File: src/rtl/cpu_irq_if.sv
// cpu_irq_if: CPU-side bus bundle between a Z80 core and the interrupt
// controller.
//
//   m1, iorq   CPU M1 and IORQ strobes, active-low (driven by the CPU)
//   int_n      maskable interrupt request to the CPU, active-low
//   nmi        non-maskable interrupt to the CPU, active-low
//   vector     IM2 vector byte, valid while vector_oe=1
//   vector_oe  data-bus mux select for the acknowledge cycle
//
// The CPU interrupt line is called int_n because "int" is an SV keyword.
// The master modport is the CPU side; the slave modport is the controller.
interface cpu_irq_if;
  logic       m1;
  logic       iorq;
  logic       int_n;
  logic       nmi;
  logic [7:0] vector;
  logic       vector_oe;

  modport master (output m1, iorq, input int_n, nmi, vector, vector_oe);
  modport slave  (input m1, iorq, output int_n, nmi, vector, vector_oe);
endinterface

File: src/rtl/cpu_irq.sv
// cpu_irq: prioritised, maskable, edge-triggered interrupt controller in
// front of a Z80 core, with an IM2 vector source and an NMI pulse shaper.
//
// Ports:
//   clock        system clock
//   reset        asynchronous active-low reset
//   cep          CPU clock enable; state advances only on clock edges with cep=1
//   bus          cpu_irq_if.slave (m1, iorq in; int_n, nmi, vector, vector_oe out)
//   req          per-channel interrupt requests, rising-edge sensitive
//   mask         per-channel enable, 1 = enabled
//   nmi_req      NMI request, rising-edge sensitive
//   grant        index of the channel currently presented
//   overrun      (CPU_IRQ_OVERRUN_EN only) sticky per-channel lost-request flags
//   overrun_clr  (CPU_IRQ_OVERRUN_EN only) clears all overrun flags
//
// Optional feature macro: CPU_IRQ_OVERRUN_EN adds the overrun flags. Without
// it a repeated edge on an already-pending channel is merged silently.
//
// Channel 0 has the highest priority. A request edge sets pending on its
// tick; the next tick in IDLE presents the lowest pending, enabled channel.
// int is held low for at most INT_LEN ticks waiting for the acknowledge
// (m1=0 and iorq=0); an unacknowledged request is dropped.
module cpu_irq #(
  parameter int         CHANNELS    = 4,
  parameter int         INT_LEN     = 32,
  parameter int         NMI_LEN     = 32,
  parameter logic [7:0] VECTOR_BASE = 8'hF0
) (
  input  logic                clock,
  input  logic                reset,
  input  logic                cep,
  cpu_irq_if.slave            bus,
  input  logic [CHANNELS-1:0] req,
  input  logic [CHANNELS-1:0] mask,
  input  logic                nmi_req,
  output logic [2:0]          grant
`ifdef CPU_IRQ_OVERRUN_EN
  ,
  output logic [CHANNELS-1:0] overrun,
  input  logic                overrun_clr
`endif
);

  localparam logic [7:0] INT_LEN_C = 8'(INT_LEN);
  localparam logic [7:0] NMI_LEN_C = 8'(NMI_LEN);

  typedef enum logic [1:0] {IDLE, ASSERT, ACK} state_t;

  state_t              state;
  logic [CHANNELS-1:0] pending;
  logic [CHANNELS-1:0] pending_next;
  logic [CHANNELS-1:0] req_d;
  logic [CHANNELS-1:0] req_edge;
  logic [CHANNELS-1:0] clr_oh;
  logic [7:0]          int_cnt;
  logic [7:0]          nmi_cnt;
  logic                nmi_req_d;
  logic [2:0]          first_idx;
  logic                ack;
  logic                mask_off;
  logic                timeout;
  logic                clr_any;

  assign req_edge = req & ~req_d;
  assign ack      = ~bus.m1 & ~bus.iorq;
  // The counter is loaded with INT_LEN on assertion, so reaching 1 here
  // means this tick is the INT_LEN-th one with int low.
  assign timeout  = (int_cnt == 8'd1);
  // Ack wins over a mask drop, which wins over timeout; only ack and a
  // genuine timeout consume the pending bit.
  assign clr_any  = (state == ASSERT) && (ack || (!mask_off && timeout));

  // Lowest-indexed pending and enabled channel.
  always_comb begin
    first_idx = '0;
    for (int i = CHANNELS - 1; i >= 0; i--) begin
      if (pending[i] && mask[i]) first_idx = 3'(i);
    end
  end

  always_comb begin
    mask_off = 1'b0;
    for (int i = 0; i < CHANNELS; i++) begin
      if (grant == 3'(i) && !mask[i]) mask_off = 1'b1;
    end
  end

`ifdef CPU_IRQ_OVERRUN_EN
  logic [CHANNELS-1:0] overrun_next;
  logic                timeout_hit;

  assign timeout_hit = (state == ASSERT) && !ack && !mask_off && timeout;
`endif

  genvar gi;
  generate
    for (gi = 0; gi < CHANNELS; gi++) begin : g_ch
      assign clr_oh[gi]       = clr_any && (grant == 3'(gi));
      // A new edge on the clearing tick keeps the channel pending.
      assign pending_next[gi] = req_edge[gi] | (pending[gi] & ~clr_oh[gi]);
`ifdef CPU_IRQ_OVERRUN_EN
      assign overrun_next[gi] = (req_edge[gi] & pending[gi])
                              | (timeout_hit && grant == 3'(gi))
                              | (overrun[gi] & ~overrun_clr);
`endif
    end
  endgenerate

  always_ff @(posedge clock or negedge reset) begin
    if (!reset) begin
      state         <= IDLE;
      grant         <= '0;
      pending       <= '0;
      req_d         <= '0;
      int_cnt       <= '0;
      bus.int_n     <= 1'b1;
      bus.vector    <= VECTOR_BASE;
      bus.vector_oe <= 1'b0;
    end else if (cep) begin
      req_d   <= req;
      pending <= pending_next;
      case (state)
        IDLE: begin
          if (|(pending & mask)) begin
            grant     <= first_idx;
            int_cnt   <= INT_LEN_C;
            bus.int_n <= 1'b0;
            state     <= ASSERT;
          end
        end
        ASSERT: begin
          int_cnt <= int_cnt - 8'd1;
          if (ack) begin
            bus.int_n     <= 1'b1;
            bus.vector    <= VECTOR_BASE | {4'b0000, grant, 1'b0};
            bus.vector_oe <= 1'b1;
            state         <= ACK;
          end else if (mask_off || timeout) begin
            bus.int_n <= 1'b1;
            state     <= IDLE;
          end
        end
        ACK: begin
          if (!ack) begin
            bus.vector_oe <= 1'b0;
            state         <= IDLE;
          end
        end
        default: state <= IDLE;
      endcase
    end
  end

  // NMI pulse: a new edge is accepted only while nmi is high.
  always_ff @(posedge clock or negedge reset) begin
    if (!reset) begin
      nmi_req_d <= 1'b0;
      nmi_cnt   <= '0;
      bus.nmi   <= 1'b1;
    end else if (cep) begin
      nmi_req_d <= nmi_req;
      if (!bus.nmi) begin
        nmi_cnt <= nmi_cnt - 8'd1;
        if (nmi_cnt == 8'd1) bus.nmi <= 1'b1;
      end else if (nmi_req && !nmi_req_d) begin
        nmi_cnt <= NMI_LEN_C;
        bus.nmi <= 1'b0;
      end
    end
  end

`ifdef CPU_IRQ_OVERRUN_EN
  always_ff @(posedge clock or negedge reset) begin
    if (!reset) begin
      overrun <= '0;
    end else if (cep) begin
      overrun <= overrun_next;
    end
  end
`endif

endmodule

File: src/flat_wrapper.sv
// flat-port wrapper written by rule: the top's interface ports become plain ports
module cpu_irq_flat 
#(
  parameter int         CHANNELS    = 4,
  parameter int         INT_LEN     = 32,
  parameter int         NMI_LEN     = 32,
  parameter logic [7:0] VECTOR_BASE = 8'hF0
)
  (clock, reset, cep, req, mask, nmi_req, grant, bus_m1, bus_iorq, bus_int_n, bus_nmi, bus_vector, bus_vector_oe);
  cpu_irq_if bus_i ();
  input  logic clock;
  input  logic reset;
  input  logic cep;
  input  logic [CHANNELS-1:0] req;
  input  logic [CHANNELS-1:0] mask;
  input  logic nmi_req;
  output logic [2:0] grant;
  input wire logic [$bits(bus_i.m1)-1:0] bus_m1;
  input wire logic [$bits(bus_i.iorq)-1:0] bus_iorq;
  output wire logic [$bits(bus_i.int_n)-1:0] bus_int_n;
  output wire logic [$bits(bus_i.nmi)-1:0] bus_nmi;
  output wire logic [$bits(bus_i.vector)-1:0] bus_vector;
  output wire logic [$bits(bus_i.vector_oe)-1:0] bus_vector_oe;
  assign bus_i.m1 = bus_m1;
  assign bus_i.iorq = bus_iorq;
  assign bus_int_n = bus_i.int_n;
  assign bus_nmi = bus_i.nmi;
  assign bus_vector = bus_i.vector;
  assign bus_vector_oe = bus_i.vector_oe;
  cpu_irq #(.CHANNELS(CHANNELS), .INT_LEN(INT_LEN), .NMI_LEN(NMI_LEN), .VECTOR_BASE(VECTOR_BASE)) u_core (.clock(clock), .reset(reset), .cep(cep), .bus(bus_i), .req(req), .mask(mask), .nmi_req(nmi_req), .grant(grant));
endmodule
File: config.mk
export PLATFORM = sky130hd
export DESIGN_NAME = cpu_irq_flat
export DESIGN_NICKNAME = d
export VERILOG_FILES = /design/src/rtl/cpu_irq_if.sv /design/src/rtl/cpu_irq.sv /design/src/flat_wrapper.sv
export SDC_FILE = /design/constraint.sdc
export NUM_CORES = 1
export LEC_CHECK = 0
export CORE_MARGIN = 2
export CORE_UTILIZATION = 57
export DETAILED_ROUTE_END_ITERATION = 8
export PLACE_DENSITY = 0.87
export SLEW_MARGIN = 20
export SYNTH_ARGS = -nofsm -noshare
export SYNTH_HDL_FRONTEND = slang
export SYNTH_SLANG_ARGS = --single-unit
File: constraint.sdc
create_clock -name clock -period 2.7 [get_ports clock]
set_input_delay 0.81 -clock clock [delete_from_list [all_inputs] [get_ports clock]]
set_output_delay 0.81 -clock clock [all_outputs]
set_load 0.01 [all_outputs]
* After elaboration in Yosys (flattened, before gate mapping)
Cells that the tools add are included.
** Word-level totals
- Bits in registers :: 36
- Output and inout bits :: 14
- Word-level logic and storage cells :: 105
** Cells by class
- Reductions and logical operators :: 35
- Equal/unequal tests :: 12
- Mux-type cells :: 27
- Bitwise gates (word level) :: 18
- Add/subtract/negate cells :: 2
** Operators by type and width (count)
- $mux W8 :: 3
- $eq A8 B1 Y1 const B :: 2
- $pmux W8 S2 :: 1
- $sub A8 B1 Y8 const B :: 2
- $logic_and A1 B1 Y1 :: 15
- $mux W1 :: 12
- $reduce_and A4 Y1 :: 3
- $mux W2 :: 5
- $mux W3 :: 3
- $reduce_and A3 Y1 :: 3
- $and A4 B4 Y4 :: 2
- $eq A3 B2 Y1 const B :: 2
- $logic_not A1 Y1 :: 6
- $not A1 Y1 :: 6
- $pmux W2 S3 :: 1
- $and A1 B1 Y1 :: 5
- $ne A2 B1 Y1 const B :: 2
- $ne A2 B2 Y1 const B :: 2
- $not A4 Y4 :: 1
- $or A1 B1 Y1 :: 4
- $pmux W1 S2 :: 2
- $reduce_bool A2 Y1 :: 2
- $reduce_or A4 Y1 :: 1
- $eq A3 B1 Y1 const B :: 1
- 7 further kinds :: 8

* Depth between registers and ports, before layout
Gate-level depths: netlist (run 1).
- Depth after elaboration :: 14
- Mapped depth :: 6
- Depth with buffers taken out :: 6

* Least setup slack after synthesis (run 1)
OpenSTA, ideal clock, no wires.
- Kind :: input port to flip-flop
- Start point :: input nmi_req
- End point :: register u_core.nmi_cnt[3]
- Path buffers :: 1
- Arrival :: 1709 ps
- Setup slack :: 914 ps
- Cell stages on the path :: 5
- Setup time :: 77 ps
- Path through :: nor2b_2 -> buf_4 -> o21ai_2 -> or4_1 -> a21oi_1
** Between the ends
- Cells in the longest elaborated chain, start to end :: 3
** RTL lines
- start, declared :: line flat_wrapper.sv:16 : input logic nmi_req;
- $logic_and A1 B1 Y1 :: line cpu_irq.sv:165 : end else if (nmi_req && !nmi_req_d) begin
- $ne A2 B2 Y1 (no source line)
- $reduce_and A2 Y1 (no source line)
- end signal, assigned :: line cpu_irq.sv:163 : nmi_cnt <= nmi_cnt - 8'd1;
- end, declared :: line cpu_irq.sv:56 : logic [7:0] nmi_cnt;
No other way between the ends.
A chain may end at the register's enable or synchronous reset.

* Worst setup path after layout (run 1)
- Start point :: register u_core.bus.nmi
- End point :: output bus_nmi
** RTL lines
- start, declared :: line cpu_irq_if.sv:21 : modport slave (input m1, iorq, output int_n, nmi, vector, vector_oe);
- start signal, assigned :: line cpu_irq.sv:159 : bus.nmi <= 1'b1;
- start signal, assigned :: line cpu_irq.sv:164 : if (nmi_cnt == 8'd1) bus.nmi <= 1'b1;
- start signal, assigned :: line cpu_irq.sv:167 : bus.nmi <= 1'b0;
- end, declared :: line flat_wrapper.sv:21 : output wire logic [$bits(bus_i.nmi)-1:0] bus_nmi;
No word-level cell between the ends.

==> metrics.md, run 1 <==
| Metric | Value |
|---|---|
| Status | completed |
| Worst-path fanout max | 6 |
| IO Count | 28 |
| Initial antenna violation count | 0 |
| Max-slew violation count | 0 |
| Clk Latency, worst-skew pair | 0.34 ns |
| WS Path Type | flop to output pin |
| Vias in the first global route | 1,494 |
| Worst hold slack | 0.4610 ns |
| Slew HR | 0.6224 |
| Fin util | 0.6935 |
| Power per cell area | 947.8 nW/um^2 |
| Distinct cells, synth | 42 |
| R2r worst-path depth | 3 |
| Multi-input logic area | 883.3 sq um |
| RSZ-0062 raised after global routing | false |
| H-tree depth | 2 |
| Post-synth EDFFs | 0 |
| Crit-path max cell delay | 0.59 ns |
| Crit-path slowest cell | dfstp_2 |
| Filler cells | 243 |
| Data arrival, critical path | 1.48 ns |
| Cell internal pwr | 1218 uW |
| Final WL | 4.054 mm |
| Class of the worst hold path | flop to flop |
| Via count | 1,493 |
| Cell Rows | 20 |
| Post-synthesis cell area | 1851 sq um |
| Clock Skews | 0.006707 ns |
| Post-synth ARST share | 1.000 |
| Deepest clock path buffer count | 2 |
| Initial Util | 0.6012 |
| Hpwl dp | 2.942 mm |
| Critical path required time | 1.89 ns |
| # diodes | 0 |
| Final hold vios | 0 |
| Core Area | 3078 sq um |
| Nets@finish | 233 |
| First-pass GRT wire length | 6.679 mm |
| CP endpoint kind | output pin |
| Fmax | 436.6 MHz |
| Post-route ant nets | 0 |
| Most frequent cells in the layout | dfrtp_1 (32), nand2_1 (24), o21ai_0 (20), clkdlybuf4s50_1 (20) |
| Power Total | 2023 uW |
| Fin crit share | 0.8484 |
| Clk sinks | 34 |
| # setup viols final | 0 |
| CP cell instances | clkdlybuf4s50_1 |
| Maxcap violations | 0 |
| Area Growth Syn to Fin | 15.35% |
| CTS Buf Count | 5 |
| Worst Hold Depth | 1 |
| Root Buffer | clkbuf_4 |
| Clock transition at the registers of the reported paths | 0.10 ns |
| Main area contributors after synthesis | dfrtp_1 (43%), o21ai_0 (5.4%), nand2_1 (4.9%) |
| Via/cell ratio | 5.742 |
| Crit path time final | 2.291 ns |
| Sequential area share after synthesis | 0.4611 |
| Worst Tran Pin Value | 0.5664 ns |
| Drt drc | 0 |
| Die height | 60.98 microns |
| Synthesized instance count | 191 |
| Startpoint class of the critical path | flop |
| IO buf count | 20 |
| Pre-Repair DR Iteration Count | 4 |
| CTS resizes | 0 |
| Synthesis Warnings | 0 |
| Setup TNS | 0 ns |
| VDD IR max | 0.0006064 V |
| DRT iter0 DRCs | 77 |
| Fraction of layout cells with a size suffix above 1 | 0.1250 |
| Critical path depth | 1 |
| Worst Path Buf+Inv | 1 |
| Lkg Pwr | 0.0009305 uW |
| Postcts setup bufs | 0 |
| Sequential Power Share | 0.472 |
| Gpl congestion | 0.9030 |
| FF+latch count, synth | 34 |
| Sw Ratio | 0.3981 |
| Most used DFF post-synth | dfrtp_1 |
| Sw Pwr | 805.4 uW |
| GRT Total Usage | 0.2544 |
| Largest net degree at the start of global routing | 35 |
| Most common cell after layout, fill and taps aside | dfrtp_1 |
| Area fraction of the dominant cell type after synthesis | 0.4327 |
| Leading area contributor after synthesis | dfrtp_1 |
| Design Area, Final | 2135 sq um |
| Die Footprint | 3719 sq um |
| Die width | 60.98 microns |
| Comb pwr share | 0.377 |
| Gr ovfl total | 0 |
| CTS tree | built |
| Syn_area_per_cell | 9.689 sq um |
| Reg area | 853.3 sq um |
| Cts hold-fix bufs | 0 |
| Drt wl/cell | 15.59 microns |
| Delay-heaviest family, CP | flip-flops |
| Cell Area, Placed | 2074 sq um |
| Clock share of power | 0.150 |
## Yosys cell counts (2+ instances only)
library cell and count:
a21oi_1 7, a22o_1 6, a31oi_1 3, buf_4 10
clkbuf_1 2, conb_1 2, dfrtp_1 32, dfstp_2 2
ha_1 4, inv_1 12, mux2_2 5, mux2_4 2
mux2i_1 4, nand2_1 24, nand3_1 5, nor2_1 12
nor2b_1 2, nor3_1 4, nor3b_1 2, o2111ai_1 3
o211ai_1 2, o21ai_0 20, o31ai_1 3, o41ai_1 2
xor2_1 4
## worst register-to-register path: stages (launching register included)
cell and delay [ns]:
dfrtp_1 0.72, or3b_2 0.51, a211oi_1 0.35, o21ai_0 0.18
## power groups by stage
stage          registers [uW]  logic [uW]  clock network [uW]
2_1_floorplan             892         553                   0
3_3_place_gp              935         708                   0
3_5_place_dp              957         761                   0
4_1_cts                   948         768                 310
5_1_grt                   983         870                 326
6_report                  956         763                 304
## state kept, by name, indices dropped and copies added (netlist names)
| signal | flops |
|---|---|
| u_core.bus.int_n | 1 |
| u_core.nmi_cnt | 8 |
| u_core.int_cnt | 8 |
| u_core.state | 2 |
| u_core.bus.vector_oe | 1 |
| u_core.pending | 4 |
| u_core.bus.nmi | 1 |
| u_core.nmi_req_d | 1 |
| u_core.bus.vector | 2 |
| u_core.grant | 2 |
| u_core.req_d | 4 |
## final cells by class
cell class,instances,share of cell area
clock buffer,7,0.02579
clock inverter,1,0.002345
inverter,12,0.02110
multi-input combinational,137,0.4138
sequential,34,0.3998
tap,44,0.02579
timing repair buffer,25,0.1114
## routing by layer
| layer | vias up | GRT usage | wire (microns) |
|---|---|---|---|
| met5 | - | 0 | 0 |
| met4 | 0 | 0.1149 | 57 |
| met3 | 4 | 0.06397 | 144 |
| met2 | 37 | 0.4547 | 2243 |
| met1 | 741 | 0.2841 | 1610 |
| li1 | 711 | - | - |
## through the flow
step                setup slack (ns)  cells
floorplan                     0.9140    196
global placement              0.3298    252
detailed placement            0.1664    252
CTS                           0.3865    260
global route                  0.3481    260
finish                        0.4093    260
## kinds of logic (layout without fill, tap and decap cells)
kind of cell / Yosys count / after routing / share of synthesized area
AND/OR/NAND/NOR: 60 / 60 / 0.1636
multiplexers: 11 / 11 / 0.06829
other: 2 / 7 / 0.004058
adder cells (fa/ha/maj): 4 / 4 / 0.02705
flip-flops: 34 / 34 / 0.4611
AO/OA/AOI/OAI: 51 / 51 / 0.1853
XOR/XNOR: 4 / 4 / 0.01893
buffers and inverters: 25 / 45 / 0.07167
## final timing paths
check                                 from  slack [ns]                end
min                        u_core.req_d[1]        0.46  u_core.pending[1]
min reg2reg                u_core.req_d[1]        0.46  u_core.pending[1]
max in group asynchronous            reset        1.50     u_core.bus.nmi
min in group asynchronous            reset        0.87  u_core.int_cnt[4]
max reg2reg                u_core.state[0]        0.86   u_core.bus.int_n
max                         u_core.bus.nmi        0.41            bus_nmi
Note: power is estimated with default switching activity, not from simulation.
==> inputs of run 2 (changes only) <==
CORE_UTILIZATION = 53   (was 57)
PLACE_DENSITY = 0.82   (was 0.87)
clock period = 2.4 ns   (was 2.7 ns; I/O delays follow)
==> run 2 against run 1 <==
Utilization fell by 4.5 points. Critical path type unchanged. Via count fell by 5.8%. Combinational power rose by 7.7%. Critical endpoint unchanged. Largest cell class unchanged. Non-clock buffer count rose by 1. Power rose by 13%.
==> metrics.md, run 2 (synthesis results as in run 1) <==
| Metric | Value |
|---|---|
| Startpoint class of the critical path | flop |
| Worst Tran Pin Value | 0.5496 ns (-0.01679 ns) |
| Hold_sp | u_core.req_d[1] |
| DRT iter0 DRCs | 96 (+25%) |
| Reg-to-reg startpoint | u_core.int_cnt[1] |
| CP cell instances | clkdlybuf4s50_1 |
| Max-slew violation count | 0 (unchanged) |
| Worst setup startpoint | u_core.bus.nmi |
| Root Buffer | clkbuf_4 |
| Gr ovfl total | 0 (unchanged) |
| Clock transition at the registers of the reported paths | 0.11 ns (about the same) |
| Cts hold-fix bufs | 0 (unchanged) |
| Nets@finish | 234 (+0.43%) |
| Maxcap violations | 0 (unchanged) |
| Hpwl dp | 2.597 mm (-12%) |
| Final WL | 3.440 mm (-15%) |
| # setup viols final | 0 (unchanged) |
| Crit-path max cell delay | 0.58 ns (about the same) |
| Largest regs | u_core.int_cnt x8, u_core.nmi_cnt x8 |
| Deepest clock path buffer count | 2 (unchanged) |
| Drt drc | 0 (unchanged) |
| Clk Latency, worst-skew pair | 0.33 ns (about the same) |
| Non-Filler Instances | 263 (+1.2%) |
| IO buf count | 20 (unchanged) |
| CTS Buf Count | 5 (unchanged) |
| CP endpoint kind | output pin |
| Status | completed |
| VDD IR max | 0.0006492 V (+7.0%) |
| Data arrival, critical path | 1.46 ns (-0.02 ns) |
| Cell Area, Placed | 2085 sq um (+0.48%) |
| # diodes | 0 (unchanged) |
| Vias in the first global route | 1,368 (-8.4%) |
| GR peak layer | met2 |
| Worst-path fanout max | 6 (unchanged) |
| Most frequent cells in the layout | dfrtp_1 (32), nand2_1 (24), o21ai_0 (20), clkdlybuf4s50_1 (20) |
| Worst Path Buf+Inv | 1 (unchanged) |
| Setup ws final | 0.2209 ns (-0.1885 ns) |
| Die Footprint | 3980 sq um (+7.0%) |
| Pre-Repair DR Iteration Count | 4 (unchanged) |
| Class of the worst hold path | flop to flop |
| Die width | 63.09 microns (+3.5%) |
| Most common cell after layout, fill and taps aside | dfrtp_1 |
| Post-route ant nets | 0 (unchanged) |
| Core Area | 3337 sq um (+8.4%) |
| Final hold vios | 0 (unchanged) |
| H-tree depth | 2 (unchanged) |
| Drt wl/cell | 13.08 microns (-16%) |
| Setup TNS | 0 ns (unchanged) |
| Via count | 1,406 (-5.8%) |
| Delay-heaviest family, CP | flip-flops |
| GR Layer Usage met1 | 0.2553 (-0.02884) |
| Clk sinks | 34 (unchanged) |
| CTS tree | built |
| Power per cell area | 1055 nW/um^2 (+11%) |
| Fin util | 0.6483 (-0.04520) |
| M2 GR Usage | 0.3245 (-0.1302) |
| Crit path time final | 2.179 ns |
| Fmax | 458.9 MHz |
| Filler cells | 276 (+14%) |
| Largest net degree at the start of global routing | 35 (unchanged) |
| First-pass GRT wire length | 6.134 mm (-8.2%) |
| Crit-path slowest cell | dfstp_2 |
| Via/cell ratio | 5.346 (-6.9%) |
| RSZ-0062 raised after global routing | false |
| IO Count | 28 (unchanged) |
| Slew HR | 0.6336 (+0.01119) |
| Postcts setup bufs | 0 (unchanged) |
| Area Growth Syn to Fin | 16.90% |
| Die height | 63.09 microns (+3.5%) |
| Lkg Pwr | 0.0009448 uW (+1.5%) |
| Design Area, Final | 2163 sq um (+1.3%) |
| Met3 Use GR | 0.05000 (-0.01397) |
| CTS resizes | 0 (unchanged) |
| Initial antenna violation count | 0 (unchanged) |
| Cell count after placement | 255 (+1.2%) |
| Fraction of layout cells with a size suffix above 1 | 0.1336 (+0.008641) |
| Fin crit share | 0.9080 |
| Initial Util | 0.5546 (-0.04666) |
| Clock Skews | 0.008327 ns (+0.001620 ns) |
| GRT Total Usage | 0.1993 (-0.05505) |
| Pre-CTS setup slack | 0.1196 ns (-0.04680 ns) |
| Cell Rows | 21 (+5.0%) |
| WS Path Type | flop to output pin |
| Gpl congestion | 0.8510 (-5.8%) |
| Critical path required time | 1.68 ns (-0.21 ns) |
run 2: changes by cell type in the layout (fill, tap and decap cells not counted), sizes merged:
| cell | delta |
|---|---|
| buf | +1 |
| clkbuf | +1 |
| clkinv | -1 |
run 2: stage by stage:
step / power [uW] / hold slack (ns)
floorplan: 1625 / 0.4244
global placement: 1879 / 0.4430
detailed placement: 1908 / 0.4477
CTS: 2298 / 0.4627
global route: 2485 / 0.4983
finish: 2282 / 0.4596
run 2: path summary, 6_finish.rpt:
check / end / slack (ns) / cells past startpoint
hold / removal: u_core.pending[1] / 0.46 / 1
hold reg to reg: u_core.pending[1] / 0.46 / 1
setup / recovery: bus_nmi / 0.22 / 1
setup reg to reg: u_core.pending[1] / 0.64 / 6
min in group asynchronous: u_core.grant[0] / 0.78 / 2
max in group asynchronous: u_core.bus.int_n / 1.29 / 2
run 2: where the power goes:
part | total (uW) | internal, uW | switching (uW)
Sequential | 1070 | 790 | 279
Clock | 391 | 200 | 191
Combinational | 822 | 437 | 385
Total | 2280 | 1430 | 854
run 2: layout make-up:
cell class	count	area, sq um	share of cell area
Multi-Input combinational cell	137	883.3	0.4083
Clock buffer	8	78.83	0.03644
Timing Repair Buffer	26	245.2	0.1134
Sequential cell	34	853.3	0.3944
Inverter	12	45.04	0.02082
Tap cell	46	57.56	0.02661
run 2: worst register-to-register path: stages, from the launching register on:
cell     delay (ns)
dfrtp_1        0.43
inv_1          0.10
ha_1           0.14
nor3b_1        0.39
a31oi_1        0.18
o41ai_1        0.27
o21ai_0        0.13
run 2: routing by layer:
layer	wire [microns]	share of wire
met1	1514	0.44
met2	1785	0.52
met3	114	0.033
met4	26	0.0076
met5	0	0
